==> src/rtl/logic16_acc_if.sv <==
// Stream interface for logic16_acc: input beat (operands, op, accumulate control)
// and registered result with status flags and beat counter.
interface logic16_acc_if #(
  parameter int unsigned WIDTH = 16,
  parameter int unsigned CNT_W = 16
);
  logic             in_valid;
  logic             in_ready;
  logic [WIDTH-1:0] a;
  logic [WIDTH-1:0] b;
  logic [2:0]       op;
  logic             acc_en;
  logic             acc_clr;
  logic             out_valid;
  logic             out_ready;
  logic [WIDTH-1:0] out;
  logic             zr;
  logic             ng;
  logic             all1;
  logic [CNT_W-1:0] beats;

  modport master (
    output in_valid, a, b, op, acc_en, acc_clr, out_ready,
    input  in_ready, out_valid, out, zr, ng, all1, beats
  );

  modport slave (
    input  in_valid, a, b, op, acc_en, acc_clr, out_ready,
    output in_ready, out_valid, out, zr, ng, all1, beats
  );
endinterface

==> src/rtl/logic16_acc.sv <==
// Registered bitwise logic unit with a one-deep output register and an internal
// accumulator for running OR/AND/XOR reductions across successive beats.
module logic16_acc #(
  parameter int unsigned WIDTH = 16,
  parameter int unsigned CNT_W = 16
) (
  input logic          clk,
  input logic          reset,
  logic16_acc_if.slave bus
);

  typedef enum logic [2:0] {
    OpAnd   = 3'b000,
    OpOr    = 3'b001,
    OpXor   = 3'b010,
    OpNand  = 3'b011,
    OpNor   = 3'b100,
    OpXnor  = 3'b101,
    OpNotA  = 3'b110,
    OpPassA = 3'b111
  } op_e;

  function automatic logic [WIDTH-1:0] apply_op(input op_e op, input logic [WIDTH-1:0] x,
                                                input logic [WIDTH-1:0] y);
    logic [WIDTH-1:0] r;
    unique case (op)
      OpAnd:   r = x & y;
      OpOr:    r = x | y;
      OpXor:   r = x ^ y;
      OpNand:  r = ~(x & y);
      OpNor:   r = ~(x | y);
      OpXnor:  r = ~(x ^ y);
      OpNotA:  r = ~x;
      OpPassA: r = x;
      default: r = x;
    endcase
    return r;
  endfunction

  logic [WIDTH-1:0] out_q, out_d;
  logic [WIDTH-1:0] acc_q, acc_d;
  logic [CNT_W-1:0] beats_q, beats_d;
  logic             out_valid_q, out_valid_d;
  logic             zr_q, zr_d;
  logic             ng_q, ng_d;
  logic             all1_q, all1_d;
  logic             in_ready;
  logic             accept;
  logic [WIDTH-1:0] result;

  assign in_ready = !out_valid_q || bus.out_ready;
  assign accept   = bus.in_valid && in_ready;

  always_comb begin
    result      = '0;
    out_d       = out_q;
    acc_d       = acc_q;
    beats_d     = beats_q;
    out_valid_d = out_valid_q;
    zr_d        = zr_q;
    ng_d        = ng_q;
    all1_d      = all1_q;

    if (accept) begin
      if (bus.acc_clr) begin
        result  = bus.a;
        acc_d   = bus.a;
        beats_d = CNT_W'(1);
      end else if (bus.acc_en) begin
        result = apply_op(op_e'(bus.op), acc_q, bus.a);
        acc_d  = result;
        // Saturate rather than wrap so a long reduction never looks freshly cleared.
        if (beats_q != '1) begin
          beats_d = beats_q + CNT_W'(1);
        end
      end else begin
        result = apply_op(op_e'(bus.op), bus.a, bus.b);
      end
      out_d       = result;
      zr_d        = (result == '0);
      ng_d        = result[WIDTH-1];
      all1_d      = &result;
      out_valid_d = 1'b1;
    end else if (bus.out_ready) begin
      out_valid_d = 1'b0;
    end
  end

  always_ff @(posedge clk) begin
    if (reset) begin
      out_q       <= '0;
      acc_q       <= '0;
      beats_q     <= '0;
      out_valid_q <= 1'b0;
      zr_q        <= 1'b1;
      ng_q        <= 1'b0;
      all1_q      <= 1'b0;
    end else begin
      out_q       <= out_d;
      acc_q       <= acc_d;
      beats_q     <= beats_d;
      out_valid_q <= out_valid_d;
      zr_q        <= zr_d;
      ng_q        <= ng_d;
      all1_q      <= all1_d;
    end
  end

  assign bus.in_ready  = in_ready;
  assign bus.out_valid = out_valid_q;
  assign bus.out       = out_q;
  assign bus.zr        = zr_q;
  assign bus.ng        = ng_q;
  assign bus.all1      = all1_q;
  assign bus.beats     = beats_q;

endmodule

==> src/flat_wrapper.sv <==
// flat-port wrapper written by rule: the top's interface ports become plain ports
module logic16_acc_flat 
#(
  parameter int unsigned WIDTH = 16,
  parameter int unsigned CNT_W = 16
)
  (clk, reset, bus_in_valid, bus_a, bus_b, bus_op, bus_acc_en, bus_acc_clr, bus_out_ready, bus_in_ready, bus_out_valid, bus_out, bus_zr, bus_ng, bus_all1, bus_beats);
  logic16_acc_if #(.WIDTH(WIDTH), .CNT_W(CNT_W)) bus_i ();
  input logic clk;
  input logic reset;
  input wire logic [$bits(bus_i.in_valid)-1:0] bus_in_valid;
  input wire logic [$bits(bus_i.a)-1:0] bus_a;
  input wire logic [$bits(bus_i.b)-1:0] bus_b;
  input wire logic [$bits(bus_i.op)-1:0] bus_op;
  input wire logic [$bits(bus_i.acc_en)-1:0] bus_acc_en;
  input wire logic [$bits(bus_i.acc_clr)-1:0] bus_acc_clr;
  input wire logic [$bits(bus_i.out_ready)-1:0] bus_out_ready;
  output wire logic [$bits(bus_i.in_ready)-1:0] bus_in_ready;
  output wire logic [$bits(bus_i.out_valid)-1:0] bus_out_valid;
  output wire logic [$bits(bus_i.out)-1:0] bus_out;
  output wire logic [$bits(bus_i.zr)-1:0] bus_zr;
  output wire logic [$bits(bus_i.ng)-1:0] bus_ng;
  output wire logic [$bits(bus_i.all1)-1:0] bus_all1;
  output wire logic [$bits(bus_i.beats)-1:0] bus_beats;
  assign bus_i.in_valid = bus_in_valid;
  assign bus_i.a = bus_a;
  assign bus_i.b = bus_b;
  assign bus_i.op = bus_op;
  assign bus_i.acc_en = bus_acc_en;
  assign bus_i.acc_clr = bus_acc_clr;
  assign bus_i.out_ready = bus_out_ready;
  assign bus_in_ready = bus_i.in_ready;
  assign bus_out_valid = bus_i.out_valid;
  assign bus_out = bus_i.out;
  assign bus_zr = bus_i.zr;
  assign bus_ng = bus_i.ng;
  assign bus_all1 = bus_i.all1;
  assign bus_beats = bus_i.beats;
  logic16_acc #(.WIDTH(WIDTH), .CNT_W(CNT_W)) u_core (.clk(clk), .reset(reset), .bus(bus_i));
endmodule
==> config.mk <==
export PLATFORM = sky130hd
export DESIGN_NAME = logic16_acc_flat
export DESIGN_NICKNAME = d
export VERILOG_FILES = /design/src/rtl/logic16_acc_if.sv /design/src/rtl/logic16_acc.sv /design/src/flat_wrapper.sv
export SDC_FILE = /design/constraint.sdc
export NUM_CORES = 1
export LEC_CHECK = 0
export CAP_MARGIN = 20
export CORE_ASPECT_RATIO = 1.5
export CORE_MARGIN = 2
export CORE_UTILIZATION = 45
export DETAILED_ROUTE_END_ITERATION = 10
export GPL_TIMING_DRIVEN = 1
export PLACE_DENSITY = 0.72
export SETUP_SLACK_MARGIN = 0.3
export SYNTH_ARGS = -nofsm -noshare
export SYNTH_HDL_FRONTEND = slang
export SYNTH_SLANG_ARGS = --single-unit
export TNS_END_PERCENT = 10
==> constraint.sdc <==
create_clock -name clk -period 2.5 [get_ports clk]
set_clock_uncertainty 0.05 [all_clocks]
set_input_delay 0.5 -clock clk [delete_from_list [all_inputs] [get_ports clk]]
set_output_delay 0.5 -clock clk [all_outputs]
set_load 0.02 [all_outputs]
-- After elaboration in Yosys (flattened, before gate mapping)
Cells that the tools add are included.
- add/sub/neg operators: 1
- equal/unequal tests: 8
- bitwise logic cells: 14
- reduce and logical (&&, ||, !) cells: 11
- mux-type cells: 12
- operators by type and width (cell ; count):
    $pmux 16 s8 ; 2
    $mux 16 ; 8
    $not 16->16 ; 8
    $and 16x16->16 ; 2
    $or 16x16->16 ; 2
    $xor 16x16->16 ; 2
    $add 16x1->16 const B ; 1
    $logic_not 16->1 ; 1
    $ne 16x16->1 const B ; 1
    $reduce_and 16->1 ; 1
    $eq 3x3->1 const B ; 4
    $eq 3x2->1 const B ; 2
    $reduce_bool 2->1 ; 3
    $eq 3x1->1 const B ; 1
    $logic_not 3->1 ; 1
    $reduce_and 3->1 ; 1
    $mux 1 ; 2
    $reduce_and 2->1 ; 1
    $logic_and 1x1->1 ; 1
    $logic_not 1->1 ; 1
    $logic_or 1x1->1 ; 1
- word-level logic and storage cells: 53
- register bits after elaboration: 52

-- Longest topological paths before layout
Gate-level depths: netlist of the first run.
- depth in word-level cells: 7
- mapped depth: 11
- gate-level depth less buffers: 9

-- Worst setup path before layout of the first run
OpenSTA, ideal clock, no wires.
- path kind: input to register
- start: in bus_a[0]
- end: reg u_core.all1_q (netlist: u_core.bus.all1)
- arrival: 2.508 ns
- buffers on the path: 0
- required time: 2.366 ns
- stages: 8
- setup slack: -0.142 ns
- library setup time: 0.084 ns
- cells stage by stage: inv_1 ha_1 or3b_2 o221ai_1 a21oi_1 o311ai_0 or3b_2 o31ai_2
- word-level cells in the longest chain between the ends: 7
- elaborated cells on any way between the ends: 19
- those cells by class: mux: 5; bitwise: 13; reduce/logical: 1
- ends and longest elaborated chain (item ; RTL line ; RTL):
    start, declared ; flat_wrapper.sv:12 ; input wire logic [$bits(bus_i.a)-1:0] bus_a;
    $xor 16x16->16 (tied with other cells) ; logic16_acc.sv:29, logic16_acc.sv:32 ;
    $not 16->16 (on tied branches) ; logic16_acc.sv:32, logic16_acc.sv:30, logic16_acc.sv:31 ;
    $pmux 16 s8 ; logic16_acc.sv:26 ; unique case (op)
    $mux 16 ; logic16_acc.sv:69 ; end else if (bus.acc_en) begin
    $mux 16 (*) ; logic16_acc.sv:65 ; if (bus.acc_clr) begin
    $mux 16 (*) ; logic16_acc.sv:64 ; if (accept) begin
    $reduce_and 16->1 (*) ; logic16_acc.sv:82 ; all1_d = &result;
    end signal, assigned ; logic16_acc.sv:105 ; all1_q <= all1_d;
    end, declared ; logic16_acc.sv:46 ; logic all1_q, all1_d;
Every way passes the cells marked *; elsewhere a longest branch is shown, timed or not. The select of a mux whose other input is x is not followed.
A chain may end at the register's enable or synchronous reset.

-- Worst setup path after layout of the first run
- start: in bus_b[1]
- end: reg u_core.all1_q (netlist: u_core.bus.all1)
- word-level cells in the longest chain between the ends: 7
- elaborated cells on any way between the ends: 11
- those cells by class: mux: 4; bitwise: 6; reduce/logical: 1
- ends and longest elaborated chain (item ; RTL line ; RTL):
    start, declared ; flat_wrapper.sv:13 ; input wire logic [$bits(bus_i.b)-1:0] bus_b;
    $xor 16x16->16 (tied with other cells) ; logic16_acc.sv:29, logic16_acc.sv:32 ;
    $not 16->16 (on tied branches) ; logic16_acc.sv:32, logic16_acc.sv:30, logic16_acc.sv:31 ;
    $pmux 16 s8 (*) ; logic16_acc.sv:26 ;
    $mux 16 (*) ; logic16_acc.sv:69 ;
    $mux 16 (*) ; logic16_acc.sv:65 ;
    $mux 16 (*) ; logic16_acc.sv:64 ;
    $reduce_and 16->1 (*) ; logic16_acc.sv:82 ;
Marked as above.

==> results of run 1 <==
final cells by class:
type / instances / share of cell area
inverters: 54 / 0.0232
clock inverters: 2 / 0.00182
repair buffers: 289 / 0.276
flip-flops and latches: 51 / 0.115
multi-input cells: 576 / 0.547
well taps: 156 / 0.0218
clock buffers: 6 / 0.0155
sequential cells by signal, indices dropped and copies added, names as in the netlist:
register and count:
u_core.bus.out_valid 1, u_core.bus.ng 1, u_core.bus.beats 16, u_core.bus.all1 1, u_core.bus.out 15, u_core.bus.zr 1
u_core.acc_q 16
placed cells by master (no fill, tap or decap), drive strengths merged, types with 9 or more instances in the layout:
master / instances
clkbuf: 11
buf: 216
or3: 10
mux2i: 15
o221ai: 9
o21ai: 35
clkdlybuf4s50: 44
dlygate4sd2: 18
inv: 54
nor2b: 40
dfxtp: 51
a21oi: 33
a211oi: 20
mux2: 10
o32ai: 11
nand2b: 33
nand2: 40
xor2: 11
ha: 65
a221oi: 11
o211ai: 15
nand4: 9
nor2: 70
where the power goes:
group	internal, uW	total (uW)	switching [uW]
Sequential	862	901	39.5
Clock	402	763	360
Combinational	793	1580	783
final timing paths:
kind / startpoint / end
worst max-delay path: bus_b[1] / u_core.bus.all1
worst min-delay path: u_core.acc_q[7] / u_core.acc_q[7]
worst max register to register: u_core.acc_q[2] / u_core.bus.all1
worst min register to register: u_core.acc_q[7] / u_core.acc_q[7]
cell families (layout without fill, tap and decap cells):
group / Yosys count / after routing / synth area share
AOI/OAI and AO/OA: 214 / 214 / 0.277
xor gates and xnor gates: 15 / 15 / 0.0232
adders and majority gates: 65 / 65 / 0.144
buffers and inverters: 110 / 351 / 0.0870
DFF: 51 / 51 / 0.180
muxes: 26 / 26 / 0.0503
and+or+nand+nor: 256 / 256 / 0.238
timing repair:
| action | in CTS | in global routing |
|---|---|---|
| gates resized for setup | 156 | 81 |
| buffers inserted | 19 | 7 |
| gates cloned | 2 | 1 |
| endpoints found under the setup margin | 47 | 30 |
| pin swaps | 76 | 51 |
| hold endpoints to repair | 0 | 0 |
stage by stage:
step / instance area, um2 / cells
after floorplan: 5730 / 737
after global placement: 7790 / 1097
after detailed placement: 7790 / 1097
after CTS: 8630 / 1126
after global routing: 8950 / 1134
final: 8950 / 1134
metal layers:
layer,track usage,up-vias
met3,0.0531,143
met1,0.351,3263
li1,-,3182
met4,0.220,0
met5,0,-
met2,0.568,450
worst reg2reg max path: cells and delay by family, from the launching register on:
| kind | cells | cell delay, ns |
|---|---|---|
| AOI/OAI and AO/OA | 4 | 0.80 |
| buffers and inverters | 3 | 0.37 |
| DFF | 1 | 0.35 |
| adders and majority gates | 1 | 0.25 |
| muxes | 1 | 0.25 |
| and+or+nand+nor | 2 | 0.25 |
==> out/metrics.cfg, run 1 <==
[status]
status = finished clean

[logic_synthesis]
async_reset_ff_frac = 0
syn_inst = 737
synthFlopType = dfxtp_1
synth_area_um2 = 5670
synth_area_leaders = dfxtp_1 (18%), ha_1 (14%), nor2_1 (4.6%)
syn-num-nets = 843
synth-seq-cells = 51
synth_top_area_frac = 0.180
yosysMostFrequentCell = nor2_1
seq_area_frac_synth = 0.180
yosysWarnings = 0
synth.distinct_cells = 72
avgSynthCellArea_um2 = 7.69
yosysTopAreaCell = dfxtp_1
synth.cells.most_frequent = nor2_1 (70), ha_1 (65), inv_1 (52), dfxtp_1 (51)
synth_edf_count = 0

[global_route]
grt_pass1_wl_um = 35000
grt_overflow_total = 0
grt_usage = 0.326
grt_max_degree = 29
antenna_found_initial = 0
grt_pass1_vias = 7274

[detailed_routing]
drc = 0
drt-initial-drc-count = 555
vias_per_cell = 6.21
ant_nets = 0
wl_met2_um = 11000
met1_length_um = 8060
vias = 7038
topRoutingLayerUsed = met4
wl_um = 22400
wl_met3_um = 1710
wl_per_cell_um = 19.8
drtPass1Iterations = 6

[clock_tree]
cts_buffers = 5
cts_htree_levels = 2
cts_sinks = 51
clkTransAtPathRegs_ns = 0.08
tritoncts = done
ctsHoldBuffers = 0
insertion_delay_ns = 0.31
root_buffer = clkbuf_16
cts_buffer_depth = 2

[critical_path]
crit_path_top_delay_cell = clkdlybuf4s50_1
critical_path.top_delay_family = compound AO/OA/AOI/OAI gates
critPathRequiredTime_ns = 2.67
crit_fanout = 2
ff2ff_setup_slack_ns = 0.10
cp_num_buf_inv = 2
cp_num_cells = 9
reg2reg_depth = 11
slowest_delay_ns = 0.48
cp-end-kind = register
start_kind = input port
worstPathCellList = clkdlybuf4s50_1 > inv_1 > ha_1 > a211oi_1 > o21ai_0 > a21oi_2 > o211ai_1 > or3_4 > o31ai_2
arrival_ns = 2.62
path_class = in -> reg

[timing]
period_share = 0.979
fmaxAchievable_ghz = 0.408
finalSetupTns_ns = 0
fin_crit_ns = 2.45
worst_pin_slew_ns = 0.609
finalSetupViolations = 0
hold_ws_ns = 0.446
relSlewSlack = 0.593
drv_slew = 0
rsz0062_at_grt = yes
fin_ws_ns = 0.0517
hold_viol = 0

[pwr]
p_total_uw = 3240
power_density_nw_per_um2 = 362
peakVddDrop_mv = 0.299
p_leak_uw = 0.00376

[placed_design]
port-buffer-count = 77
gp_congestion = 0.974
dpl.hpwl_um = 15900
pre_cts_slack_ns = -0.690

[cells_and_area]
diodes = 0
area_growth_pct = 57.9
nFillCells = 918
nets = 1083
layout-drive-gt1-share = 0.401
register_area_um2 = 1030
multi_input_area_um2 = 4890
final_util = 0.723

[floorplan]
core_area_um2 = 12400
io_pins = 78
die_x_um = 95.6
fp.dieH_um = 141
die_area_um2 = 13500
initial_core_util = 0.457
rows = 50

[hold_path]
holdPathStages = 2
hp-class = reg -> reg

[run]
drv_cap = 0

Note: power is estimated with default switching activity, not from simulation.
==> inputs of run 2 (changes only) <==
--- a/config.mk
+++ b/config.mk
@@ -8,10 +8,10 @@
 export CAP_MARGIN = 20
 export CORE_ASPECT_RATIO = 1.5
 export CORE_MARGIN = 2
-export CORE_UTILIZATION = 45
+export CORE_UTILIZATION = 51
 export DETAILED_ROUTE_END_ITERATION = 10
 export GPL_TIMING_DRIVEN = 1
-export PLACE_DENSITY = 0.72
+export PLACE_DENSITY = 0.8
 export SETUP_SLACK_MARGIN = 0.3
 export SYNTH_ARGS = -nofsm -noshare
 export SYNTH_HDL_FRONTEND = slang
==> run 2 against run 1 <==
  * Final area shrank 0.64%
  * Combinational power barely moved
  * Sequential power is essentially flat
  * Largest power group unchanged
==> out/metrics.cfg, run 2 (same netlist as run 1, synthesis figures left out) <==
[cells_and_area]
layout-drive-gt1-share = 0.386  ; -0.0146
diodes = 0  ; unchanged
fin_cells = 1118  ; -1.4%
final_cell_mix = buf_4 (183), nor2_1 (66), clkdlybuf4s50_1 (43)
area_growth_pct = 56.9
multi_input_area_um2 = 4850  ; -0.82%
nets = 1076  ; -0.65%
nFillCells = 669  ; -27%
final_util = 0.813  ; +0.0904
layout_commonest_cell = buf_4
register_area_um2 = 1030  ; +0.24%

[global_route]
antenna_found_initial = 0  ; unchanged
grtUsageMet3 = 0.0402  ; -0.0129
grt_pass1_vias = 6859  ; -5.7%
grt_usage = 0.361  ; +0.0357
use_met2 = 0.673  ; +0.106
grt_util_met1 = 0.397  ; +0.0454
top_usage_layer = met2
grt_pass1_wl_um = 35000  ; about the same
grt_overflow_total = 0  ; unchanged
grt_max_degree = 32  ; +10%

[timing]
fin_crit_ns = 2.45  ; +0.00229 ns
fmaxAchievable_ghz = 0.408  ; about the same
finalSetupTns_ns = 0  ; unchanged
worst_pin_slew_ns = 0.499  ; -0.109 ns
rsz0062_at_grt = yes
hold_viol = 0  ; unchanged
finalSetupViolations = 0  ; unchanged
period_share = 0.980  ; about the same
fin_ws_ns = 0.0494  ; -0.00229 ns
drv_slew = 0  ; unchanged
hold_ws_ns = 0.432  ; -0.0147 ns
relSlewSlack = 0.666  ; +0.0732

[clock_tree]
cts_htree_levels = 2  ; unchanged
cts_buffers = 5  ; unchanged
root_buffer = clkbuf_16
insertion_delay_ns = 0.31  ; about the same
clkTransAtPathRegs_ns = 0.08  ; about the same
ctsHoldBuffers = 0  ; unchanged
cts_sinks = 51  ; unchanged
tritoncts = done
cts_buffer_depth = 2  ; unchanged

[placed_design]
gp_congestion = 0.973  ; -0.13%
pre_cts_slack_ns = -0.674  ; +0.0160 ns
placed_cells = 1067  ; -2.7%
port-buffer-count = 77  ; unchanged
dpl.hpwl_um = 15800  ; -0.44%

[pwr]
p_leak_uw = 0.00375  ; -0.34%
peakVddDrop_mv = 0.251  ; -16%
power_density_nw_per_um2 = 366  ; +1.2%

[floorplan]
rows = 47  ; -6.0%
fp.dieH_um = 133  ; -5.9%
die_area_um2 = 12000  ; -11%
initial_core_util = 0.518  ; +0.0606
io_pins = 78  ; unchanged
core_area_um2 = 10900  ; -12%
die_x_um = 90.1  ; -5.8%

[detailed_routing]
wl_per_cell_um = 21.7  ; +9.6%
drc = 0  ; unchanged
vias_per_cell = 6.45  ; +3.9%
ant_nets = 0  ; unchanged
drtPass1Iterations = 6  ; unchanged
wl_um = 24200  ; +8.1%
vias = 7209  ; +2.4%
drt-initial-drc-count = 818  ; +47%

[critical_path]
critPathRequiredTime_ns = 2.68  ; about the same
path_class = reg -> reg
start_kind = register
crit_fanout = 3  ; +1
cp-end-kind = register
arrival_ns = 2.63  ; about the same
reg2reg_depth = 11  ; unchanged

[hold_path]
hp-class = reg -> reg
holdPathStages = 2  ; unchanged

[run]
drv_cap = 0  ; unchanged

[status]
status = finished clean

==> run 2: final timing paths <==
path / startpoint / end / slack, ns
max: u_core.acc_q[2] / u_core.bus.all1 / 0.05
min: u_core.bus.out[8] / u_core.bus.out[8] / 0.43
max reg2reg: u_core.acc_q[2] / u_core.bus.all1 / 0.05
min reg2reg: u_core.bus.out[8] / u_core.bus.out[8] / 0.43
==> run 2: area by class of cell <==
class,count,share of cell area
Multi-Input combinational cell,576,0.546
Timing Repair Buffer,282,0.276
Sequential cell,51,0.116
Inverter,54,0.0234
Tap cell,147,0.0207
Clock buffer,5,0.0141
Clock inverter,3,0.00324
==> run 2: worst max-delay path, cell delays in order, from the launching register on <==
cell and delay [ns]:
dfxtp_1 0.42, inv_1 0.10, ha_1 0.30, mux2_2 0.28, o32a_1 0.19, a31oi_2 0.19
a222oi_1 0.10, buf_4 0.17, buf_4 0.13, nor2_1 0.08, nand4_1 0.13, o31ai_2 0.24
==> run 2: metal layers <==
metal | up-vias | share of wire
li1 | 3151 | -
met1 | 3393 | 0.34
met2 | 510 | 0.50
met3 | 155 | 0.082
met4 | 0 | 0.075
met5 | - | 0
==> run 2: repair_timing <==
| action | in CTS | in global routing |
|---|---|---|
| endpoints found under the setup margin | 45 | 21 |
| gates resized for setup | 160 | 67 |
| pin swaps | 80 | 45 |
| setup buffers | 23 | 17 |
| gates cloned | 1 | 2 |
==> run 2: metrics by stage <==
step	instance area (um2)	total power (uW)
global placement	7660	2100
detailed placement	7660	2140
global route	8890	3380
CTS	8450	3050
finish	8890	3260
floorplan	5730	1590
==> run 2: where the power goes <==
group | switching, uW | total [uW] | leakage [uW] | internal (uW)
Sequential | 40.0 | 902 | 0.000422 | 862
Combinational | 810 | 1600 | 0.00325 | 787
Clock | 374 | 758 | 0.0000759 | 384
==> inputs of run 3 (changes only) <==
--- a/config.mk
+++ b/config.mk
@@ -9,6 +9,8 @@
 export CORE_ASPECT_RATIO = 1.5
 export CORE_MARGIN = 2
 export CORE_UTILIZATION = 51
+export CTS_CLUSTER_DIAMETER = 120
+export CTS_CLUSTER_SIZE = 12
 export DETAILED_ROUTE_END_ITERATION = 10
 export GPL_TIMING_DRIVEN = 1
 export PLACE_DENSITY = 0.8
==> results of run 3 <==
Same layout as run 2: the final DEF is identical, and so are final timing and power.
